### config.mk
export PLATFORM = sky130hd
export DESIGN_NAME = vga_line_timer
export DESIGN_NICKNAME = d
export VERILOG_FILES = /design/src/rtl/vga_pkg.sv /design/src/rtl/vga_line_shadow.sv /design/src/rtl/vga_line_timer.sv
export SDC_FILE = /design/constraint.sdc
export NUM_CORES = 1
export LEC_CHECK = 0
export CORE_MARGIN = 1.5
export CORE_UTILIZATION = 47
export CTS_CLUSTER_SIZE = 10
export DETAILED_ROUTE_END_ITERATION = 10
export HOLD_SLACK_MARGIN = 0.1
export PLACE_DENSITY_LB_ADDON = 0.1
export SLEW_MARGIN = 30
export SYNTH_ARGS = -nofsm -noshare
export SYNTH_HDL_FRONTEND = slang
export SYNTH_SLANG_ARGS = --single-unit
### constraint.sdc
create_clock -name clk -period 3.1 [get_ports clk]
set_clock_uncertainty 0.2 [all_clocks]
set_input_delay 0.465 -clock clk [delete_from_list [all_inputs] [get_ports clk]]
set_output_delay 0.465 -clock clk [all_outputs]
set_load 0.02 [all_outputs]
### src/rtl/vga_pkg.sv
// Shared types and helpers for the VGA line timing generator.
//   VGA_state_e    : phase of one axis (SYNC, BACKPORCH, ACTIVE, FRONTPORCH)
//   vga_line_cfg_t : four phase lengths plus sync polarity
//   vga_next_state : phase order with zero-length porch skipping
// VGA_CFG_W bounds the LINE_WIDTH a vga_line_timer instance may use.
package vga_pkg;

  localparam int unsigned VGA_CFG_W = 16;

  typedef enum logic [1:0] {
    SYNC       = 2'd0,
    BACKPORCH  = 2'd1,
    ACTIVE     = 2'd2,
    FRONTPORCH = 2'd3
  } VGA_state_e;

  typedef struct packed {
    logic [VGA_CFG_W-1:0] visible_area;
    logic [VGA_CFG_W-1:0] front_porch;
    logic [VGA_CFG_W-1:0] sync_pulse;
    logic [VGA_CFG_W-1:0] back_porch;
    logic                 polarity;
  } vga_line_cfg_t;

  // Phase order SYNC->BP->ACTIVE->FP->SYNC, porches skipped when zero length.
  function automatic VGA_state_e vga_next_state(input VGA_state_e state,
                                                input vga_line_cfg_t cfg);
    VGA_state_e nxt;
    nxt = SYNC;
    case (state)
      SYNC:      nxt = (cfg.back_porch != '0) ? BACKPORCH : ACTIVE;
      BACKPORCH: nxt = ACTIVE;
      ACTIVE:    nxt = (cfg.front_porch != '0) ? FRONTPORCH : SYNC;
      default:   nxt = SYNC;
    endcase
    return nxt;
  endfunction

  // Length in ce cycles of the given phase.
  function automatic logic [VGA_CFG_W-1:0] vga_state_len(input VGA_state_e state,
                                                         input vga_line_cfg_t cfg);
    logic [VGA_CFG_W-1:0] len;
    len = cfg.front_porch;
    case (state)
      SYNC:      len = cfg.sync_pulse;
      BACKPORCH: len = cfg.back_porch;
      ACTIVE:    len = cfg.visible_area;
      default:   len = cfg.front_porch;
    endcase
    return len;
  endfunction

  // Visible and sync phases may never be empty; porches may.
  function automatic logic vga_cfg_legal(input vga_line_cfg_t cfg);
    return (cfg.visible_area != '0) && (cfg.sync_pulse != '0);
  endfunction

  // Force empty visible/sync phases to one cycle so the walk always advances.
  function automatic vga_line_cfg_t vga_cfg_sanitize(input vga_line_cfg_t cfg);
    vga_line_cfg_t c;
    c = cfg;
    if (c.visible_area == '0) c.visible_area = VGA_CFG_W'(1);
    if (c.sync_pulse == '0)   c.sync_pulse   = VGA_CFG_W'(1);
    return c;
  endfunction

endpackage

### src/rtl/vga_line_shadow.sv
// Pending/active timing register pair for vga_line_timer (shadow build only).
//   cfg_load/load_cfg : capture a new pending set (legality checked here)
//   wrap              : period boundary; pending set becomes the active set
//   primed            : low until the first boundary after reset; with no
//                       pending set the live inputs are adopted at that point
//   act_cfg           : timing set governing the current period
//   nxt_cfg_c         : set that will be active after a wrap in this cycle
//   cfg_err           : sticky illegal-load flag, cleared by a legal load
module vga_line_shadow
  import vga_pkg::*;
(
  input  logic          clk,
  input  logic          rstn,
  input  logic          cfg_load,
  input  vga_line_cfg_t load_cfg,
  input  logic          wrap,
  input  logic          primed,
  output vga_line_cfg_t act_cfg,
  output vga_line_cfg_t nxt_cfg_c,
  output logic          cfg_err
);

  vga_line_cfg_t pend_q, pend_d;
  vga_line_cfg_t act_q, act_d;
  logic          pend_vld_q, pend_vld_d;
  logic          err_q, err_d;

  // Set adopted at the coming boundary.
  always_comb begin
    nxt_cfg_c = act_q;
    if (pend_vld_q) begin
      nxt_cfg_c = pend_q;
    end else if (!primed) begin
      nxt_cfg_c = vga_cfg_sanitize(load_cfg);
    end
  end

  // A load in the wrap cycle lands in pending after the old pending is applied.
  always_comb begin
    pend_d     = pend_q;
    act_d      = act_q;
    pend_vld_d = pend_vld_q;
    err_d      = err_q;
    if (wrap) begin
      act_d      = nxt_cfg_c;
      pend_vld_d = 1'b0;
    end
    if (cfg_load) begin
      pend_d     = load_cfg;
      pend_vld_d = vga_cfg_legal(load_cfg);
      err_d      = ~vga_cfg_legal(load_cfg);
    end
  end

  always_ff @(posedge clk or negedge rstn) begin
    if (!rstn) begin
      pend_q     <= '0;
      act_q      <= '0;
      pend_vld_q <= 1'b0;
      err_q      <= 1'b0;
    end else begin
      pend_q     <= pend_d;
      act_q      <= act_d;
      pend_vld_q <= pend_vld_d;
      err_q      <= err_d;
    end
  end

  assign act_cfg = act_q;
  assign cfg_err = err_q;

endmodule

### src/rtl/vga_line_timer.sv
// One-axis VGA timing generator: walks SYNC -> BACKPORCH -> ACTIVE ->
// FRONTPORCH with a per-phase down-counter, skipping empty porches.
//   clk, rstn, ce        : pixel clock, async active-low reset, count enable
//   visible_area, front_porch, sync_pulse, back_porch, polarity : timing
//   cfg_load             : capture timing (shadow build only)
//   state, sync, active, pos : registered phase, sync level, active flag,
//                          active-pixel index
//   sol, eol             : ce-qualified start/end-of-period strobes
//                          (combinational, for zero-latency cascading)
//   cfg_err              : illegal configuration flag
// Build option VGA_LINE_TIMER_SHADOW_EN: timing is captured by cfg_load and
// applied at the next period wrap; otherwise each field is sampled live when
// its phase is entered. LINE_WIDTH must not exceed VGA_CFG_W.
module vga_line_timer
  import vga_pkg::*;
#(
  parameter int unsigned LINE_WIDTH = 12
) (
  input  logic                  clk,
  input  logic                  rstn,
  input  logic                  ce,
  input  logic [LINE_WIDTH-1:0] visible_area,
  input  logic [LINE_WIDTH-1:0] front_porch,
  input  logic [LINE_WIDTH-1:0] sync_pulse,
  input  logic [LINE_WIDTH-1:0] back_porch,
  input  logic                  polarity,
  input  logic                  cfg_load,
  output VGA_state_e            state,
  output logic                  sync,
  output logic                  active,
  output logic [LINE_WIDTH-1:0] pos,
  output logic                  sol,
  output logic                  eol,
  output logic                  cfg_err
);

  vga_line_cfg_t         live_cfg;
  vga_line_cfg_t         cur_cfg;
  vga_line_cfg_t         wrap_cfg;
  vga_line_cfg_t         entry_cfg;
  VGA_state_e            state_q, state_d;
  VGA_state_e            nxt_state;
  logic [LINE_WIDTH-1:0] remain_q, remain_d;
  logic [LINE_WIDTH-1:0] pos_q, pos_d;
  logic                  sync_q, sync_d;
  logic                  primed_q, primed_d;
  logic                  last_c;
  logic                  wrap_c;

  // Port fields widened into the shared config record.
  always_comb begin
    live_cfg              = '0;
    live_cfg.visible_area = VGA_CFG_W'(visible_area);
    live_cfg.front_porch  = VGA_CFG_W'(front_porch);
    live_cfg.sync_pulse   = VGA_CFG_W'(sync_pulse);
    live_cfg.back_porch   = VGA_CFG_W'(back_porch);
    live_cfg.polarity     = polarity;
  end

`ifdef VGA_LINE_TIMER_SHADOW_EN
  logic shadow_err;

  vga_line_shadow u_shadow (
    .clk       (clk),
    .rstn      (rstn),
    .cfg_load  (cfg_load),
    .load_cfg  (live_cfg),
    .wrap      (wrap_c),
    .primed    (primed_q),
    .act_cfg   (cur_cfg),
    .nxt_cfg_c (wrap_cfg),
    .cfg_err   (shadow_err)
  );

  assign cfg_err = shadow_err;
`else
  logic cfg_err_q, cfg_err_d;
  logic unused_cfg_load;

  // Live timing; empty visible/sync phases run as one cycle.
  assign cur_cfg         = vga_cfg_sanitize(live_cfg);
  assign wrap_cfg        = cur_cfg;
  assign cfg_err_d       = ~vga_cfg_legal(live_cfg);
  assign unused_cfg_load = cfg_load;

  always_ff @(posedge clk or negedge rstn) begin
    if (!rstn) begin
      cfg_err_q <= 1'b0;
    end else begin
      cfg_err_q <= cfg_err_d;
    end
  end

  assign cfg_err = cfg_err_q;
`endif

  // Phase decision uses the current set; the wrap into SYNC uses the new one.
  assign nxt_state = vga_next_state(state_q, cur_cfg);
  assign last_c    = (remain_q == '0);
  assign wrap_c    = ce & last_c & (nxt_state == SYNC);
  assign entry_cfg = (nxt_state == SYNC) ? wrap_cfg : cur_cfg;

  // Next-state: count down within a phase, reload on phase change.
  always_comb begin
    state_d  = state_q;
    remain_d = remain_q;
    pos_d    = pos_q;
    sync_d   = sync_q;
    primed_d = primed_q;
    if (ce) begin
      if (!last_c) begin
        remain_d = remain_q - LINE_WIDTH'(1);
        if (state_q == ACTIVE) begin
          pos_d = pos_q + LINE_WIDTH'(1);
        end
      end else begin
        state_d  = nxt_state;
        remain_d = LINE_WIDTH'(vga_state_len(nxt_state, entry_cfg) - VGA_CFG_W'(1));
        pos_d    = '0;
        sync_d   = (nxt_state == SYNC) ? entry_cfg.polarity : ~entry_cfg.polarity;
        primed_d = 1'b1;
      end
    end
  end

  // Reset parks in FRONTPORCH with nothing left, so the first ce enters SYNC.
  always_ff @(posedge clk or negedge rstn) begin
    if (!rstn) begin
      state_q  <= FRONTPORCH;
      remain_q <= '0;
      pos_q    <= '0;
      sync_q   <= 1'b0;
      primed_q <= 1'b0;
    end else begin
      state_q  <= state_d;
      remain_q <= remain_d;
      pos_q    <= pos_d;
      sync_q   <= sync_d;
      primed_q <= primed_d;
    end
  end

  assign state  = state_q;
  assign sync   = sync_q;
  assign active = (state_q == ACTIVE);
  assign pos    = pos_q;
  // sol is held low while reset is asserted even if ce is high.
  assign sol    = wrap_c & rstn;
  assign eol    = wrap_c & primed_q;

endmodule

==> results by group <==
Routing
  • Final routed wirelength across all metal layers: around 8900 µm
  • Post-route DRC violation count: 0
  • Drt via density: 5.94
  • Count of TritonRoute iterations in the first routing pass: 4
  • Drt initial violations: about 210
  • Detailed-route wire length per cell: around 18 µm
  • Remaining antenna violation count: 0
  • Via count: 2,889

Yosys
  • Post-synthesis sequential area ratio: 0.314
  • Number of enable-type register cells in the synthesized netlist: 0
  • Count of state elements after synthesis: 29
  • Unique masters post-synth: ~60
  • Main flop type after synthesis: dfrtp_1
  • Leading cell types by total area after synthesis: dfrtp_1, nor2_1, o21ai_0, nor4_1, mux2i_1
  • Cell accounting for the most synthesized area: dfrtp_1
  • Net count of the mapped netlist: 329
  • Synthesized area per cell: 8.46 µm²
  • Synthesized instance count: 274
  • Post-synthesis instance area: 2320 µm²
  • Post-synth ARST share: 1.00
  • Total of warnings raised by yosys: 0
  • Fraction of synthesized cell area taken by the top area cell type: 0.292

GRT
  • Number of global-route vias before repair: 2,912
  • Aggregate global-route resource usage: 0.340
  • First-pass GRT wire length: 13,800 µm
  • Largest net degree at the start of global routing: 30
  • Antenna violations before repair: 0
  • GR Overflow Total: 0

Placed design
  • Count of input and output buffers: 70
  • Dpl cells: 463
  • Routability-driven placement congestion ratio: 0.913
  • Post-DP HPWL: 6210 µm

Die
  • # IOs: 72
  • Number of placement rows: 25
  • Height of the die: 73.2 µm
  • Starting density of the core: 0.491
  • Floorplan die area: 5360 µm²
  • Die X-Extent: 73.2 µm
  • Area of the core: 4720 µm²

Setup path
  • Setup slack of the worst register-to-register path: 0.17 ns
  • WP buf/inv: 4
  • Worst Setup End Kind: flip-flop
  • RR Endpoint: remain_q[10]$_DFFE_PN0P_
  • Launch point of the worst reg-to-reg path: remain_q[6]$_DFFE_PN0P_
  • CP dominant cell by count: buf_4
  • Data required time at the worst endpoint: a little over 3 ns
  • Cell chain of the critical path: clkdlybuf4s50_1 > or4_4 > nor4_4 > buf_4 > a211oi_2 > buf_4 > o21ai_4 > nor4_1 > buf_4 > and3_1 > a211o_1
  • Crit-path max FO: 5
  • R2r worst-path depth: 10
  • Type of the worst setup path: in2reg
  • Standard cell with the maximum stage delay on the critical path: or4_4
  • Delay-heaviest family, CP: simple AND/OR/NAND/NOR gates
  • Largest stage delay, worst path: roughly 0.55 ns
  • Worst setup SP type: input port
  • Arrival time reported for the critical path endpoint: 3.01 ns

Clocking
  • Clock Sinks: 29
  • TritonCTS clock tree: built
  • Register clock-pin slew on the reported worst setup and hold paths: approximately 0.070 ns
  • Clk Tree Root Cell: clkbuf_8
  • Clock H-tree levels: 2
  • Clk buf depth: 2
  • Number of clock buffers inserted by TritonCTS: 5
  • Hold buffer count at cts: 0
  • Clock Latency Late Sink: 0.30 ns

Worst hold path
  • WHS Path Cells: 1
  • Type of the worst min-delay path: reg2reg
  • Hold endpoint: primed_q$_DFFE_PN0P_
  • HP Start: primed_q$_DFFE_PN0P_

Cells and area
  • Top library cells by usage in the layout, fill and taps aside: buf_4, clkdlybuf4s50_1, nor2_1, dfrtp_1, o21ai_0
  • Area added between synthesis and finish: 67.5%
  • Most common library cell in the layout ignoring fill and taps: buf_4
  • Number of non-filler instances in the completed layout: 486
  • Antenna Diode Count: 0
  • Ratio of cells with drive above 1 in the final layout: 0.313
  • Net total in the final layout: 473

Outcome
  • Outcome: completed

STA
  • Final Setup Violations: 0
  • Fmax achieved: 0.329 GHz
  • Transition time at the pin with the least slew margin: 0.532 ns
  • Worst Hold Margin: approximately 0.29 ns
  • Share of the clock period used by the worst path after layout: 0.980
  • Post-layout min period: 3.04 ns
  • Unrepaired setup endpoints after global routing: false
  • Final hold vios: 0
  • Slew Viols, Final: 0
  • Slew headroom: 0.640

Power and ir drop
  • Power density over the cells: 426 nW/µm²
  • Final Power: about 1.7 mW
  • Worst vdd ir: 0.427 mV
  • Leak pwr: between 1.5 and 2 nW

Job
  • Max Cap Viol: 0
==> metrics by stage <==
| step | setup slack (ns) | utilization | cell area, µm² | setup TNS [ns] |
|---|---|---|---|---|
| 3_3_place_gp | -0.388 | 0.745 | 3520 | -3.26 |
| 3_5_place_dp | -0.501 | 0.745 | 3520 | -4.02 |
| 4_1_cts | 0.0173 | 0.797 | 3770 | 0 |
| 5_1_grt | 0.00243 | 0.822 | 3880 | 0 |
| 6_report | 0.0616 | 0.822 | 3880 | 0 |
| 2_1_floorplan | 0.0989 | - | 2320 | 0 |
==> worst max path at each step <==
| stage | slack [ns] | start | cells past startpoint | end |
|---|---|---|---|---|
| 6_report | 0.06 | back_porch[6] | 11 | remain_q[10]$_DFFE_PN0P_ |
| 5_1_grt | 0.002 | back_porch[6] | 10 | remain_q[10]$_DFFE_PN0P_ |
| 4_1_cts | 0.02 | front_porch[7] | 19 | state[1]$_DFFE_PN1P_ |
| 3_5_place_dp | -0.50 | front_porch[5] | 8 | eol |
| 3_3_place_gp | -0.39 | front_porch[5] | 8 | sol |
| 2_1_floorplan | 0.1 | front_porch[5] | 10 | remain_q[10]$_DFFE_PN0P_ |
==> cells by family (layout without fill, tap and decap cells) <==
group / count (synthesis) / in the layout / synth area share
compound gates: 85 / 85 / 0.263
xor+xnor: 10 / 10 / 0.0378
fa+ha+maj: 2 / 2 / 0.0108
buf+inv: 22 / 167 / 0.0448
flops: 29 / 29 / 0.314
mux: 12 / 12 / 0.0540
simple gates: 114 / 114 / 0.275
==> layer usage <==
metal  part of all wire  track usage
met5                  0            0
met4              0.039        0.153
met3              0.062       0.0511
met2               0.49        0.576
met1               0.41        0.424
==> layout make-up <==
class                   instances  area, µm²
repair buffers                150       1300
multi-input cells             223       1620
flip-flops and latches         29        728
clock inverters                 3       46.3
fillers                       298        842
inverters                       9       33.8
well taps                      67       83.8
clock buffers                   5       68.8
==> synthesized netlist by cell type, drive strengths merged, types with 2 or more instances <==
cell type,number
o2111ai,3
a31oi,6
or3,5
nand3,6
and4,2
o31ai,3
xor2,7
xnor2,3
a211oi,6
a41oi,3
o311ai,3
and3,4
or4,5
nand2,15
nor2,28
nor4b,2
nor2b,5
o21ai,23
nor3,9
dfrtp,27
nor4,15
o21bai,3
o41ai,3
inv,8
a22oi,3
and2,5
buf,9
a211o,4
a21oi,12
o22ai,3
nand2b,4
o21a,2
clkbuf,4
ha,2
nand4,5
mux2,4
mux2i,8
dfstp,2
==> report_power, final <==
group	total (mW)	leakage, nW	switching [mW]	internal [mW]
registers	0.508	0.375	0.0677	0.441
clock network	0.416	0.0543	0.175	0.240
logic	0.729	1.24	0.348	0.380
total	1.65	1.67	0.591	1.06
==> repair_timing <==
action / CTS / global route
gates resized for setup: 33 / 30
endpoints found under the setup margin: 8 / 10
setup buffers: 13 / 5
pin swaps: 11 / 15
==> registers in the layout, summed over array words and instances (netlist names) <==
signal,count
cfg_err,1
state,2
sync,1
primed_q,1
remain_q,12
pos,12
(Power assumes the default switching activity.)
